[src/rtl/capture_sequencer_if.sv]
// Control bus between the capture run controller and the rest of the capture path.
//
// Signalling contract: there is no valid/ready pair on this bus. Every signal is
// a level sampled on the rising edge of the RAM clock. transfer_done is a level
// flag owned by the copy detector and only has meaning while the run is
// sweeping read addresses. wr_en qualifies ram_addr in the same cycle.
// push_button_n is raw and asynchronous; the controller synchronizes it.
interface capture_sequencer_if #(
  parameter int address_width = 14
);
  logic                     push_button_n;
  logic                     transfer_done;
  logic                     start_signal;
  logic                     enable;
  logic                     wr_en;
  logic [address_width-1:0] ram_addr;
  logic                     busy;
  logic                     done;
  logic [2:0]               dbg_state;

  // The run controller drives the bus.
  modport master (
    input  push_button_n,
    input  transfer_done,
    output start_signal,
    output enable,
    output wr_en,
    output ram_addr,
    output busy,
    output done,
    output dbg_state
  );

  // Consumers of the run controller (datapath, RAM, LEDs, button).
  modport slave (
    output push_button_n,
    output transfer_done,
    input  start_signal,
    input  enable,
    input  wr_en,
    input  ram_addr,
    input  busy,
    input  done,
    input  dbg_state
  );
endinterface

[src/rtl/capture_sequencer.sv]
// Run controller for the DUT-to-RAM capture path (RAM clock domain).
// Debounces the push button, primes the datapath, lets the pipeline settle,
// writes one full capture into RAM, then sweeps read addresses until the copy
// detector reports completion. All outputs are registered.
module capture_sequencer #(
  parameter int address_width   = 14,
  parameter int max_ram_address = 4096,
  parameter int burst_index     = 5,
  parameter int debounce_cycles = 16,
  parameter int settle_cycles   = 8
) (
  input logic                 clk,
  input logic                 reset,
  capture_sequencer_if.master bus
);

  localparam int db_w   = $clog2(debounce_cycles + 1);
  localparam int ph_max = (burst_index > settle_cycles) ? burst_index : settle_cycles;
  localparam int ph_w   = $clog2(ph_max + 1);

  localparam logic [db_w-1:0]          db_full     = db_w'(debounce_cycles);
  localparam logic [db_w-1:0]          db_last     = db_w'(debounce_cycles - 1);
  localparam logic [ph_w-1:0]          prime_last  = ph_w'(burst_index - 1);
  localparam logic [ph_w-1:0]          settle_last = ph_w'(settle_cycles - 1);
  localparam logic [address_width-1:0] addr_last   = address_width'(max_ram_address - 1);

  typedef enum logic [2:0] {
    S_IDLE,
    S_PRIME,
    S_SETTLE,
    S_CAPTURE,
    S_READBACK,
    S_DONE
  } state_t;

  state_t                   state;
  logic                     btn_meta;
  logic                     btn_sync;
  logic [db_w-1:0]          db_cnt;
  logic                     press;
  logic [ph_w-1:0]          phase_cnt;
  logic                     start_r;
  logic                     enable_r;
  logic                     wr_en_r;
  logic [address_width-1:0] addr_r;
  logic                     busy_r;
  logic                     done_r;

  // Two-flop synchronizer for the asynchronous, active-low button; idles released.
  always_ff @(posedge clk or posedge reset) begin
    if (reset) begin
      btn_meta <= 1'b1;
      btn_sync <= 1'b1;
    end else begin
      btn_meta <= bus.push_button_n;
      btn_sync <= btn_meta;
    end
  end

  // Count consecutive pressed samples, saturating so a held button fires only once.
  always_ff @(posedge clk or posedge reset) begin
    if (reset) begin
      db_cnt <= '0;
    end else if (btn_sync) begin
      db_cnt <= '0;
    end else if (db_cnt != db_full) begin
      db_cnt <= db_cnt + 1'b1;
    end
  end

  // One-cycle press event: the cycle in which the counter steps onto its ceiling.
  assign press = ~btn_sync && (db_cnt == db_last);

  // Run sequencer; each branch loads the output registers for the state it enters.
  always_ff @(posedge clk or posedge reset) begin
    if (reset) begin
      state     <= S_IDLE;
      phase_cnt <= '0;
      start_r   <= 1'b1;
      enable_r  <= 1'b0;
      wr_en_r   <= 1'b0;
      addr_r    <= '0;
      busy_r    <= 1'b0;
      done_r    <= 1'b0;
    end else begin
      case (state)
        S_IDLE, S_DONE: begin
          if (press) begin
            state     <= S_PRIME;
            phase_cnt <= '0;
            start_r   <= 1'b1;
            enable_r  <= 1'b1;
            wr_en_r   <= 1'b0;
            addr_r    <= '0;
            busy_r    <= 1'b1;
            done_r    <= 1'b0;
          end
        end
        S_PRIME: begin
          if (phase_cnt == prime_last) begin
            state     <= S_SETTLE;
            phase_cnt <= '0;
            start_r   <= 1'b0;
          end else begin
            phase_cnt <= phase_cnt + 1'b1;
          end
        end
        S_SETTLE: begin
          if (phase_cnt == settle_last) begin
            state     <= S_CAPTURE;
            phase_cnt <= '0;
            wr_en_r   <= 1'b1;
          end else begin
            phase_cnt <= phase_cnt + 1'b1;
          end
        end
        S_CAPTURE: begin
          if (addr_r == addr_last) begin
            state   <= S_READBACK;
            wr_en_r <= 1'b0;
            addr_r  <= '0;
          end else begin
            addr_r <= addr_r + 1'b1;
          end
        end
        S_READBACK: begin
          if (bus.transfer_done) begin
            state    <= S_DONE;
            enable_r <= 1'b0;
            busy_r   <= 1'b0;
            done_r   <= 1'b1;
            addr_r   <= '0;
          end else if (addr_r == addr_last) begin
            addr_r <= '0;
          end else begin
            addr_r <= addr_r + 1'b1;
          end
        end
        default: begin
          state <= S_IDLE;
        end
      endcase
    end
  end

  assign bus.start_signal = start_r;
  assign bus.enable       = enable_r;
  assign bus.wr_en        = wr_en_r;
  assign bus.ram_addr     = addr_r;
  assign bus.busy         = busy_r;
  assign bus.done         = done_r;
  assign bus.dbg_state    = state;

endmodule

[src/flat_wrapper.sv]
// flat-port wrapper written by rule: the top's interface ports become plain ports
module capture_sequencer_flat 
#(
  parameter int address_width   = 14,
  parameter int max_ram_address = 4096,
  parameter int burst_index     = 5,
  parameter int debounce_cycles = 16,
  parameter int settle_cycles   = 8
)
  (clk, reset, bus_push_button_n, bus_transfer_done, bus_start_signal, bus_enable, bus_wr_en, bus_ram_addr, bus_busy, bus_done, bus_dbg_state);
  capture_sequencer_if #(.address_width(address_width)) bus_i ();
  input logic clk;
  input logic reset;
  input wire logic [$bits(bus_i.push_button_n)-1:0] bus_push_button_n;
  input wire logic [$bits(bus_i.transfer_done)-1:0] bus_transfer_done;
  output wire logic [$bits(bus_i.start_signal)-1:0] bus_start_signal;
  output wire logic [$bits(bus_i.enable)-1:0] bus_enable;
  output wire logic [$bits(bus_i.wr_en)-1:0] bus_wr_en;
  output wire logic [$bits(bus_i.ram_addr)-1:0] bus_ram_addr;
  output wire logic [$bits(bus_i.busy)-1:0] bus_busy;
  output wire logic [$bits(bus_i.done)-1:0] bus_done;
  output wire logic [$bits(bus_i.dbg_state)-1:0] bus_dbg_state;
  assign bus_i.push_button_n = bus_push_button_n;
  assign bus_i.transfer_done = bus_transfer_done;
  assign bus_start_signal = bus_i.start_signal;
  assign bus_enable = bus_i.enable;
  assign bus_wr_en = bus_i.wr_en;
  assign bus_ram_addr = bus_i.ram_addr;
  assign bus_busy = bus_i.busy;
  assign bus_done = bus_i.done;
  assign bus_dbg_state = bus_i.dbg_state;
  capture_sequencer #(.address_width(address_width), .max_ram_address(max_ram_address), .burst_index(burst_index), .debounce_cycles(debounce_cycles), .settle_cycles(settle_cycles)) u_core (.clk(clk), .reset(reset), .bus(bus_i));
endmodule
[config.mk]
export PLATFORM = sky130hd
export DESIGN_NAME = capture_sequencer_flat
export DESIGN_NICKNAME = d
export VERILOG_FILES = /design/src/rtl/capture_sequencer_if.sv /design/src/rtl/capture_sequencer.sv /design/src/flat_wrapper.sv
export SDC_FILE = /design/constraint.sdc
export NUM_CORES = 1
export LEC_CHECK = 0
export CAP_MARGIN = 0
export CORE_AREA = 2 2 79 51
export CTS_CLUSTER_SIZE = 28
export DETAILED_ROUTE_END_ITERATION = 16
export DIE_AREA = 0 0 81 53
export PLACE_DENSITY = 0.85
export SETUP_SLACK_MARGIN = 0.3
export SYNTH_ARGS = -nofsm -noshare
export SYNTH_HDL_FRONTEND = slang
export SYNTH_SLANG_ARGS = --single-unit
[constraint.sdc]
create_clock -name clk -period 2.7 [get_ports clk]
set_input_delay 0.405 -clock clk [delete_from_list [all_inputs] [get_ports clk]]
set_output_delay 0.405 -clock clk [all_outputs]
set_load 0.02 [all_outputs]
==> results.cfg <==
[timing]
slew_viol_final = 0
worstMarginPinSlew_ps = 765
rsz0062_at_grt = false
clock_skew_ps = 12.6
finalCritPeriodShare_pct = 81.7
min_period_ps = 2210
hold_viol_final = 0
slew_headroom_pct = 48.3
max_freq_mhz = 453
final-setup-viol-count = 0
setup_tns_ps = 0

[placement]
gp_congestion = 0.841
port_buffers = 25
placed_cell_area_mm2 = 0.00216
hpwl_um = 2950

[yosys]
synthTopCellsByArea = dfrtp_1 (39%), dfstp_2 (4.2%), ha_1 (4.0%), a21oi_1 (3.5%), nand2_1 (3.4%)
netlist_area_mm2 = 0.00187
ys_ff_latch = 32
synth_area_leader_cell = dfrtp_1
async_flop_share_pct = 100
synth.top_cell.area_share_pct = 38.8
ys_warn_count = 0
synth-seq-area-share_pct = 43.0
synth_cell_types = 54
synth_cells = 200
synth_nets = 210
synth-edff-count = 0
synth_ff_type = dfrtp_1
syn_area_per_cell_um2 = 9.35

[detailed_routing]
drtIter0Drc = 181
drtAntennaViolNets = 0
wirelength_um = 4250
drc = 0
wl_per_cell_um = 15.4
vias = 1630
firstDrtPassIters = 4
via_per_inst = 5.93

[clock_tree]
cts_tree = yes
cts.sinks = 32
postCtsHoldBufs = 0
cts_max_level = 2
cts_inserted_buffers = 5
clk_latency_ps = 290
post_cts_buffers = 0
cts.clk_slew.worst_paths_ps = 60
cts.repair.resized = 0
clockBufferDepth = 2
clockRootBuffer = clkbuf_8

[layout]
drive_gt1_share_pct = 11.0
syn2layout_area_growth_pct = 20.6
final_common_cell = dfrtp_1
fillerInstances = 314
final_area_mm2 = 0.00225
regArea_um2 = 805
diodes = 0
multi_input_area_um2 = 976
final_nets = 237
layout_common_cells = dfrtp_1 (29), clkdlybuf4s50_1 (25), nand2_1 (17), inv_1 (14)

[global_route]
grt_max_degree = 33
grt_pass1_wl_um = 7370
overflow = 0
track_usage_pct = 23.4
antenna_found_initial = 0
first_global_vias = 1484

[critical_path]
critPathKind = reg2reg
critPathArrivalTime_ps = 2420
cp-end-kind = register
cp_max_fo = 20
start_kind = register
critPathRequiredTime_ps = 2910

[die]
ios = 26
core_mm2 = 0.00353
die_area_mm2 = 0.00429
die_w_um = 81
start_util_pct = 52.9
dieHeight_um = 53
rows = 17

[pwr]
powerDensity_mw_per_mm2 = 403
worst_ir_drop_vdd_mv = 0.294
power.leakage_nw = 0.910
fin_total_pwr_uw = 908

[job]
maxCapViolCount = 0

[hold_path]
min_path_type = reg2reg

[status]
status = finished clean
[worst max-delay path: stages (launching register included)]
cell and delay [ps]:
dfrtp_1 390, ha_1 210, and3_1 170, ha_1 180, nor3b_4 290, a211oi_2 110, buf_4 210, or4_1 410
a21oi_1 160
[power by group]
group	internal [mW]	leakage [nW]	switching, mW	total [mW]
clock	0.208	0.0455	0.176	0.384
combinational	0.0127	0.446	0.0178	0.0304
sequential	0.486	0.418	0.00663	0.493
total	0.707	0.910	0.201	0.908
[final cells by class]
| class | count | share of cell area [%] |
|---|---|---|
| Timing Repair Buffer | 28 | 12.1 |
| Inverter | 14 | 2.33 |
| Multi-Input combinational cell | 146 | 43.3 |
| Sequential cell | 32 | 35.7 |
| Clock buffer | 8 | 4.00 |
| Tap cell | 47 | 2.61 |
[cells by family (layout without fill, tap and decap cells)]
group	count (synthesis)	count (layout)	synth area share [%]
buffers and inverters	22	50	5.09
and+or+nand+nor	80	80	24.8
AOI/OAI and AO/OA	53	53	19.4
xor gates and xnor gates	3	3	1.41
muxes	4	4	2.28
adders and majority gates	6	6	4.02
DFF	32	32	43.0
[registers in the layout, indices dropped and copies added (netlist names)]
| signal | flops |
|---|---|
| u_core.bus.ram_addr | 14 |
| u_core.db_cnt | 5 |
| u_core.phase_cnt | 4 |
| u_core.bus.dbg_state | 3 |
| u_core.btn_meta | 1 |
| u_core.btn_sync | 1 |
| u_core.bus.done | 1 |
| u_core.bus.enable | 1 |
| u_core.bus.start_signal | 1 |
| u_core.bus.wr_en | 1 |
[routing by layer]
metal	share of wire, %	up-vias	track usage, %	routed length, um
li1	-	792	-	-
met1	51	777	35.3	2160
met2	41	54	31.3	1720
met3	7.0	7	5.29	299
met4	1.5	0	10.7	62
met5	0	-	0	0
[Yosys cell counts (all sizes together), types with 2 or more instances]
library cell	count
dfrtp	29
nand2	17
inv	14
a21oi	13
nor2	13
nand3	11
o21ai	9
ha	6
a22o	5
a31oi	5
clkbuf	5
a31o	4
nand3b	4
nand4	4
o31ai	4
or4	4
and2	3
and4	3
buf	3
dfstp	3
nor2b	3
nor4b	3
mux2	2
mux2i	2
nand2b	2
nor3	2
nor3b	2
nor4	2
nor4bb	2
o21a	2
o22ai	2
or3	2
xnor2	2
[metrics by stage]
stage               setup slack (ps)  utilization [%]  hold WS [ps]  cells
global route                     329             63.9           369    275
CTS                              433             63.7           359    275
floorplan                        707                -           345    200
global placement                 580             61.1           346    267
detailed placement               459             61.1           350    267
finish                           494             63.9           360    275
[worst paths after layout]
path	startpoint	endpoint	slack, ps	cells past startpoint
max	u_core.db_cnt[1]	u_core.bus.ram_addr[8]	490	8
min in group asynchronous	reset	u_core.bus.done	500	3
max reg2reg	u_core.db_cnt[1]	u_core.bus.ram_addr[8]	490	8
min reg2reg	u_core.btn_meta	u_core.btn_sync	360	0
min	u_core.btn_meta	u_core.btn_sync	360	0
max in group asynchronous	reset	u_core.btn_sync	1860	3
No activity file was read; power rests on OpenSTA's default activity.
